==> src/rtl/cpu_dbg_ctrl.sv <==
// Run/halt/step sequencer and memory-dump scheduler for the single-cycle core's debug port.
// Optional feature: define CPU_DBG_CYCCNT_EN to build the enabled-cycle counter on cyc_cnt.
module cpu_dbg_ctrl #(
  parameter int AW     = 32,
  parameter int DW     = 32,
  parameter int LEN_W  = 16,
  parameter int RD_LAT = 1
) (
  input  logic             clk,
  input  logic             rst,
  input  logic             cmd_run,
  input  logic             cmd_step,
  input  logic             cmd_halt,
  input  logic             cmd_dump,
  input  logic             bp_en,
  input  logic [AW-1:0]    bp_addr,
  input  logic [AW-1:0]    pc,
  input  logic [1:0]       dump_sel,
  input  logic [AW-1:0]    dump_base,
  input  logic [LEN_W-1:0] dump_len,
  input  logic [DW-1:0]    rd_data,
  input  logic             dump_ready,
  output logic             cpu_en,
  output logic             debug,
  output logic [AW-1:0]    addr,
  output logic [1:0]       mem_sel,
  output logic [DW-1:0]    dump_data,
  output logic             dump_valid,
  output logic             dump_done,
  output logic             halted,
  output logic             bp_hit,
  output logic [31:0]      cyc_cnt
);

  localparam logic [1:0] LAT = 2'(RD_LAT);

  typedef enum logic [2:0] {
    S_HALT, S_RUN, S_STEP, S_DADDR, S_DWAIT, S_DOUT
  } state_t;

  state_t           state, state_nx;
  logic             skip_bp;
  logic [LEN_W-1:0] cnt;
  logic [1:0]       wait_cnt;

  logic bp_match, enter_run, clr_bp, set_bp;
  logic start_dump, zero_dump, capture, accept;

  // skip_bp lets a resume execute the instruction sitting on the breakpoint once.
  assign bp_match = bp_en && (pc == bp_addr) && !skip_bp;

  always_comb begin
    state_nx   = state;
    cpu_en     = 1'b0;
    enter_run  = 1'b0;
    clr_bp     = 1'b0;
    set_bp     = 1'b0;
    start_dump = 1'b0;
    zero_dump  = 1'b0;
    capture    = 1'b0;
    accept     = 1'b0;
    case (state)
      S_HALT: begin
        if (cmd_halt) begin
          state_nx = S_HALT;
        end else if (cmd_step) begin
          state_nx = S_STEP;
          clr_bp   = 1'b1;
        end else if (cmd_run) begin
          state_nx  = S_RUN;
          clr_bp    = 1'b1;
          enter_run = 1'b1;
        end else if (cmd_dump && dump_sel != 2'd3) begin
          if (dump_len == '0) begin
            zero_dump = 1'b1;
          end else begin
            start_dump = 1'b1;
            state_nx   = S_DADDR;
          end
        end
      end
      S_RUN: begin
        cpu_en = !bp_match && !cmd_halt;
        if (cmd_halt) begin
          state_nx = S_HALT;
        end else if (bp_match) begin
          state_nx = S_HALT;
          set_bp   = 1'b1;
        end
      end
      S_STEP: begin
        cpu_en   = 1'b1;
        state_nx = S_HALT;
      end
      S_DADDR: begin
        if (cmd_halt) begin
          state_nx = S_HALT;
        end else if (LAT == 2'd0) begin
          capture  = 1'b1;
          state_nx = S_DOUT;
        end else begin
          state_nx = S_DWAIT;
        end
      end
      S_DWAIT: begin
        if (cmd_halt) begin
          state_nx = S_HALT;
        end else if (wait_cnt >= LAT) begin
          capture  = 1'b1;
          state_nx = S_DOUT;
        end
      end
      S_DOUT: begin
        if (cmd_halt) begin
          state_nx = S_HALT;
        end else if (dump_ready) begin
          accept   = 1'b1;
          state_nx = (cnt == LEN_W'(1)) ? S_HALT : S_DADDR;
        end
      end
      default: state_nx = S_HALT;
    endcase
  end

  always_ff @(posedge clk) begin
    if (rst) begin
      state     <= S_HALT;
      skip_bp   <= 1'b0;
      cnt       <= '0;
      wait_cnt  <= '0;
      addr      <= '0;
      mem_sel   <= '0;
      dump_data <= '0;
      dump_done <= 1'b0;
      bp_hit    <= 1'b0;
    end else begin
      state     <= state_nx;
      dump_done <= zero_dump || (accept && cnt == LEN_W'(1));
      if (enter_run)
        skip_bp <= 1'b1;
      else if (state == S_RUN)
        skip_bp <= 1'b0;
      if (clr_bp)
        bp_hit <= 1'b0;
      else if (set_bp)
        bp_hit <= 1'b1;
      if (start_dump) begin
        mem_sel <= dump_sel;
        cnt     <= dump_len;
        addr    <= dump_base;
      end
      // wait_cnt counts cycles since addr last changed; DADDR is cycle 0.
      if (state == S_DADDR)
        wait_cnt <= 2'd1;
      else if (state == S_DWAIT)
        wait_cnt <= wait_cnt + 2'd1;
      if (capture)
        dump_data <= rd_data;
      if (accept) begin
        cnt  <= cnt - LEN_W'(1);
        addr <= addr + AW'(1);
      end
    end
  end

  assign dump_valid = (state == S_DOUT);
  assign debug      = (state == S_DADDR) || (state == S_DWAIT) || (state == S_DOUT);
  assign halted     = (state != S_RUN) && (state != S_STEP);

`ifdef CPU_DBG_CYCCNT_EN
  logic [31:0] cyc_q;
  always_ff @(posedge clk) begin
    if (rst || cmd_run)
      cyc_q <= '0;
    else if (cpu_en)
      cyc_q <= cyc_q + 32'd1;
  end
  assign cyc_cnt = cyc_q;
`else
  assign cyc_cnt = '0;
`endif

endmodule

==> config.mk <==
export PLATFORM = sky130hd
export DESIGN_NAME = cpu_dbg_ctrl
export DESIGN_NICKNAME = d
export VERILOG_FILES = /design/src/rtl/cpu_dbg_ctrl.sv
export SDC_FILE = /design/constraint.sdc
export NUM_CORES = 1
export LEC_CHECK = 0
export ABC_AREA = 1
export CAP_MARGIN = 20
export CORE_AREA = 2 2 126 128
export CTS_CLUSTER_SIZE = 8
export DETAILED_ROUTE_END_ITERATION = 16
export DIE_AREA = 0 0 128 130
export HOLD_SLACK_MARGIN = 0.05
export PLACE_DENSITY_LB_ADDON = 0.1
export REMOVE_ABC_BUFFERS = 1
export SLEW_MARGIN = 20
export SYNTH_ARGS = -nofsm -noshare
export SYNTH_HDL_FRONTEND = slang
export SYNTH_SLANG_ARGS = --single-unit
==> constraint.sdc <==
create_clock -name clk -period 1.7 [get_ports clk]
set_clock_uncertainty 0.2 [all_clocks]
set_input_delay 0.255 -clock clk [delete_from_list [all_inputs] [get_ports clk]]
set_output_delay 0.255 -clock clk [all_outputs]
set_load 0.01 [all_outputs]
==> results.py <==
metrics = {
    "timing": {
        "max_freq_ghz": 0.509,
        "timing.final.hold_violations": 0,
        "rsz0062_at_grt": "yes",
        "finalSetupTns_ps": -6480,
        "drv_slew": 0,
        "fin_crit_ps": 1960,
        "final-setup-viol-count": 55,
        "final.setup.worst_slack_ps": -263,
        "finalCritPeriodShare": 1.15,
        "worst_hold_slack_ps": 129,
    },
    "logic_synthesis": {
        "synth_edf_count": 0,
        "yosysTopAreaCellShare": 0.306,
        "synth_top_cell_by_area": "dfxtp_1",
        "ys_ff_latch": 90,
        "synth_area_sq_um": 5890,
        "ys.flop_type": "dfxtp_1",
        "synth.most_common_cell": "nand2_1",
        "postSynthCellCount": 962,
        "synth_common_cells": "nand2_1 (274), nor2_1 (126), inv_1 (105), dfxtp_1 (90), nand3_1 (81)",
        "yosysSeqAreaShare": 0.306,
        "ys_async_sr_fraction": 0,
        "yosys_warnings": 0,
        "syn_area_per_cell_sq_um": 6.12,
        "synth_cell_types": 40,
        "netlist_top_cells_area": "dfxtp_1 (31%), nand2_1 (17%), nor2_1 (8.0%)",
    },
    "drt": {
        "drt_iter0_drc": 394,
        "drt-total-wl_mm": 23.0,
        "dr.pass1.iters": 5,
        "ant_nets": 0,
        "drcViolationCount": 0,
        "avgRoutedWirePerCell_um": 14.9,
        "vias": 7594,
        "routed_via_density": 4.92,
    },
    "finish": {
        "fin_nets": 1504,
        "antenna_cells": 0,
        "area_growth_pct": 87.7,
        "postLayoutCellArea_sq_um": 11100,
        "post_route_cells_drive_above_1_share": 0.308,
        "fillers": 1266,
    },
    "outcome": {
        "violations": "setup timing",
        "status": "finished with violations",
    },
    "die": {
        "rows": 46,
        "start_util": 0.382,
        "die_y_um": 130,
        "die_w_um": 128,
        "core-area_sq_um": 15400,
        "io_pins": 258,
        "die_area_sq_um": 16600,
    },
    "grt": {
        "grt_pass1_wl_mm": 32.8,
        "gr-usage-met3": 0.0426,
        "grt.met1_usage": 0.320,
        "busiest_layer": "met2",
        "met2_usage": 0.422,
        "antenna_found_initial": 0,
        "grt_overflow": 0,
        "grt_usage": 0.246,
        "grt_pass1_vias": 6686,
        "grt_max_degree": 51,
    },
    "power_and_ir_drop": {
        "max-vdd-ir-drop_mv": 0.459,
        "pwr-share-comb": 0.272,
        "leakage_nw": 5.43,
        "power.internal_w": 0.00419,
        "seq_power_share": 0.373,
        "p_sw_frac": 0.303,
        "p_clk_frac": 0.356,
        "power.switching_w": 0.00182,
        "p_per_area_nw_per_um2": 543,
    },
    "min_path": {
        "hp-class": "input port to flip-flop",
        "hp-start": "dump_len[8]",
    },
    "placement": {
        "dpl.hpwl_mm": 15.2,
        "dp_slack_ps": -768,
        "numPortBuffers": 225,
        "gp_congestion": 0.882,
        "place_area_sq_um": 9170,
    },
    "critical_path": {
        "required_ps": 1740,
        "cp-start-kind": "flip-flop",
        "arrival_ps": 2000,
        "worstReg2RegStart": "state[2]",
        "cp_max_fo": 7,
        "criticalPathCategory": "flip-flop to flip-flop",
        "critPathLaunch": "state[2]",
        "end_kind": "flip-flop",
    },
    "clock_tree": {
        "clk_latency_ps": 350,
        "clockBufferDepth": 2,
        "h-tree-depth": 3,
        "cts.clk_slew.worst_paths_ps": 70,
        "cts_hold_buffers": 0,
        "cts_tree": "built",
        "cts_buffers": 9,
        "root_buffer": "clkbuf_16",
        "cts.sinks": 90,
    },
    "job": {
        "max_cap_violations": 0,
    },
}
==> kinds of logic (layout without fill, tap and decap cells) <==
family          count (synthesis)  count (layout)  share of synthesized area
simple gates                  541             541                      0.390
buf+inv                       175             533                      0.141
compound gates                133             133                      0.126
flops                          90              90                      0.306
xor+xnor                       18              18                     0.0268
fa+ha+maj                       4               4                    0.00850
other cells                     1              32                   0.000637
==> registers in the layout, indices dropped and copies added, names as in the netlist <==
| name | count |
|---|---|
| addr | 32 |
| dump_data | 32 |
| cnt | 16 |
| state | 3 |
| mem_sel | 2 |
| wait_cnt | 2 |
| bp_hit | 1 |
| dump_done | 1 |
| skip_bp | 1 |
==> metrics by stage <==
step                power (W)  utilization  std cells
floorplan             0.00279            -        927
global placement      0.00364        0.595       1479
detailed placement    0.00365        0.595       1479
CTS                   0.00581        0.646       1523
global route          0.00626        0.716       1543
finish                0.00600        0.716       1543
==> cell type report <==
type	count	area (sq um)	share of cell area
Tap cell	192	240	0.0217
Timing Repair Buffer	405	4030	0.364
Timing Repair inverter	3	48.8	0.00442
Clock buffer	9	225	0.0204
Inverter	109	442	0.0400
Sequential cell	90	1850	0.167
Clock inverter	7	81.3	0.00736
Multi-Input combinational cell	728	4140	0.375
==> cells in the final DEF (no fill, tap or decap), drive strengths merged, types with 3 or more instances in the layout <==
cell and instances:
nand2 277, buf 179, nor2 128, dlygate4sd2 115
inv 113, dfxtp 90, nand3 82, clkdlybuf4s50 72
a21oi 71, conb 32, dlymetal6s2s 31, o21ai 27
nor3 24, clkbuf 15, nand4 14, xor2 11
a31oi 11, xnor2 7, o211ai 6, nand3b 5
nor4 5, o22ai 5, or2 5, clkinv 5
ha 4, a211oi 3
==> critical path: stages, from the launching register on <==
cell	delay (ps)
dfxtp_4	410
inv_4	60
nor2_4	110
nand2_4	80
nor2_4	170
buf_12	140
buf_8	120
nand4_1	170
o211ai_1	290
a21oi_2	90
==> power by group through the flow <==
stage	Sequential [W]	Clock, W	Combinational (W)
after CTS	0.00223	0.00216	0.00142
after floorplan	0.00228	0	0.000517
final	0.00224	0.00214	0.00163
after global placement	0.00226	0	0.00138
after detailed placement	0.00226	0	0.00139
after global routing	0.00224	0.00225	0.00177
==> repair_timing <==
item / 4_1_cts / 5_1_grt
endpoints found under the hold margin: 0 / 0
gates cloned: 6 / 8
pin swaps: 68 / 74
setup buffers: 29 / 22
setup endpoints to repair: 103 / 111
gates resized for setup: 251 / 249
==> worst paths after layout <==
kind / endpoint / slack [ps] / cells after the start
worst max register to register: cnt[11] / -260 / 9
worst min register to register: dump_data[25] / 260 / 2
worst max-delay path: cnt[11] / -260 / 9
worst min-delay path: cnt[8] / 130 / 6
==> routing by layer <==
metal,wire length (um),vias to the layer above
met5,0,-
met2,11200,293
li1,-,3816
met1,9810,3434
met3,1430,51
met4,608,0
No activity file was read; power rests on OpenSTA's default activity.
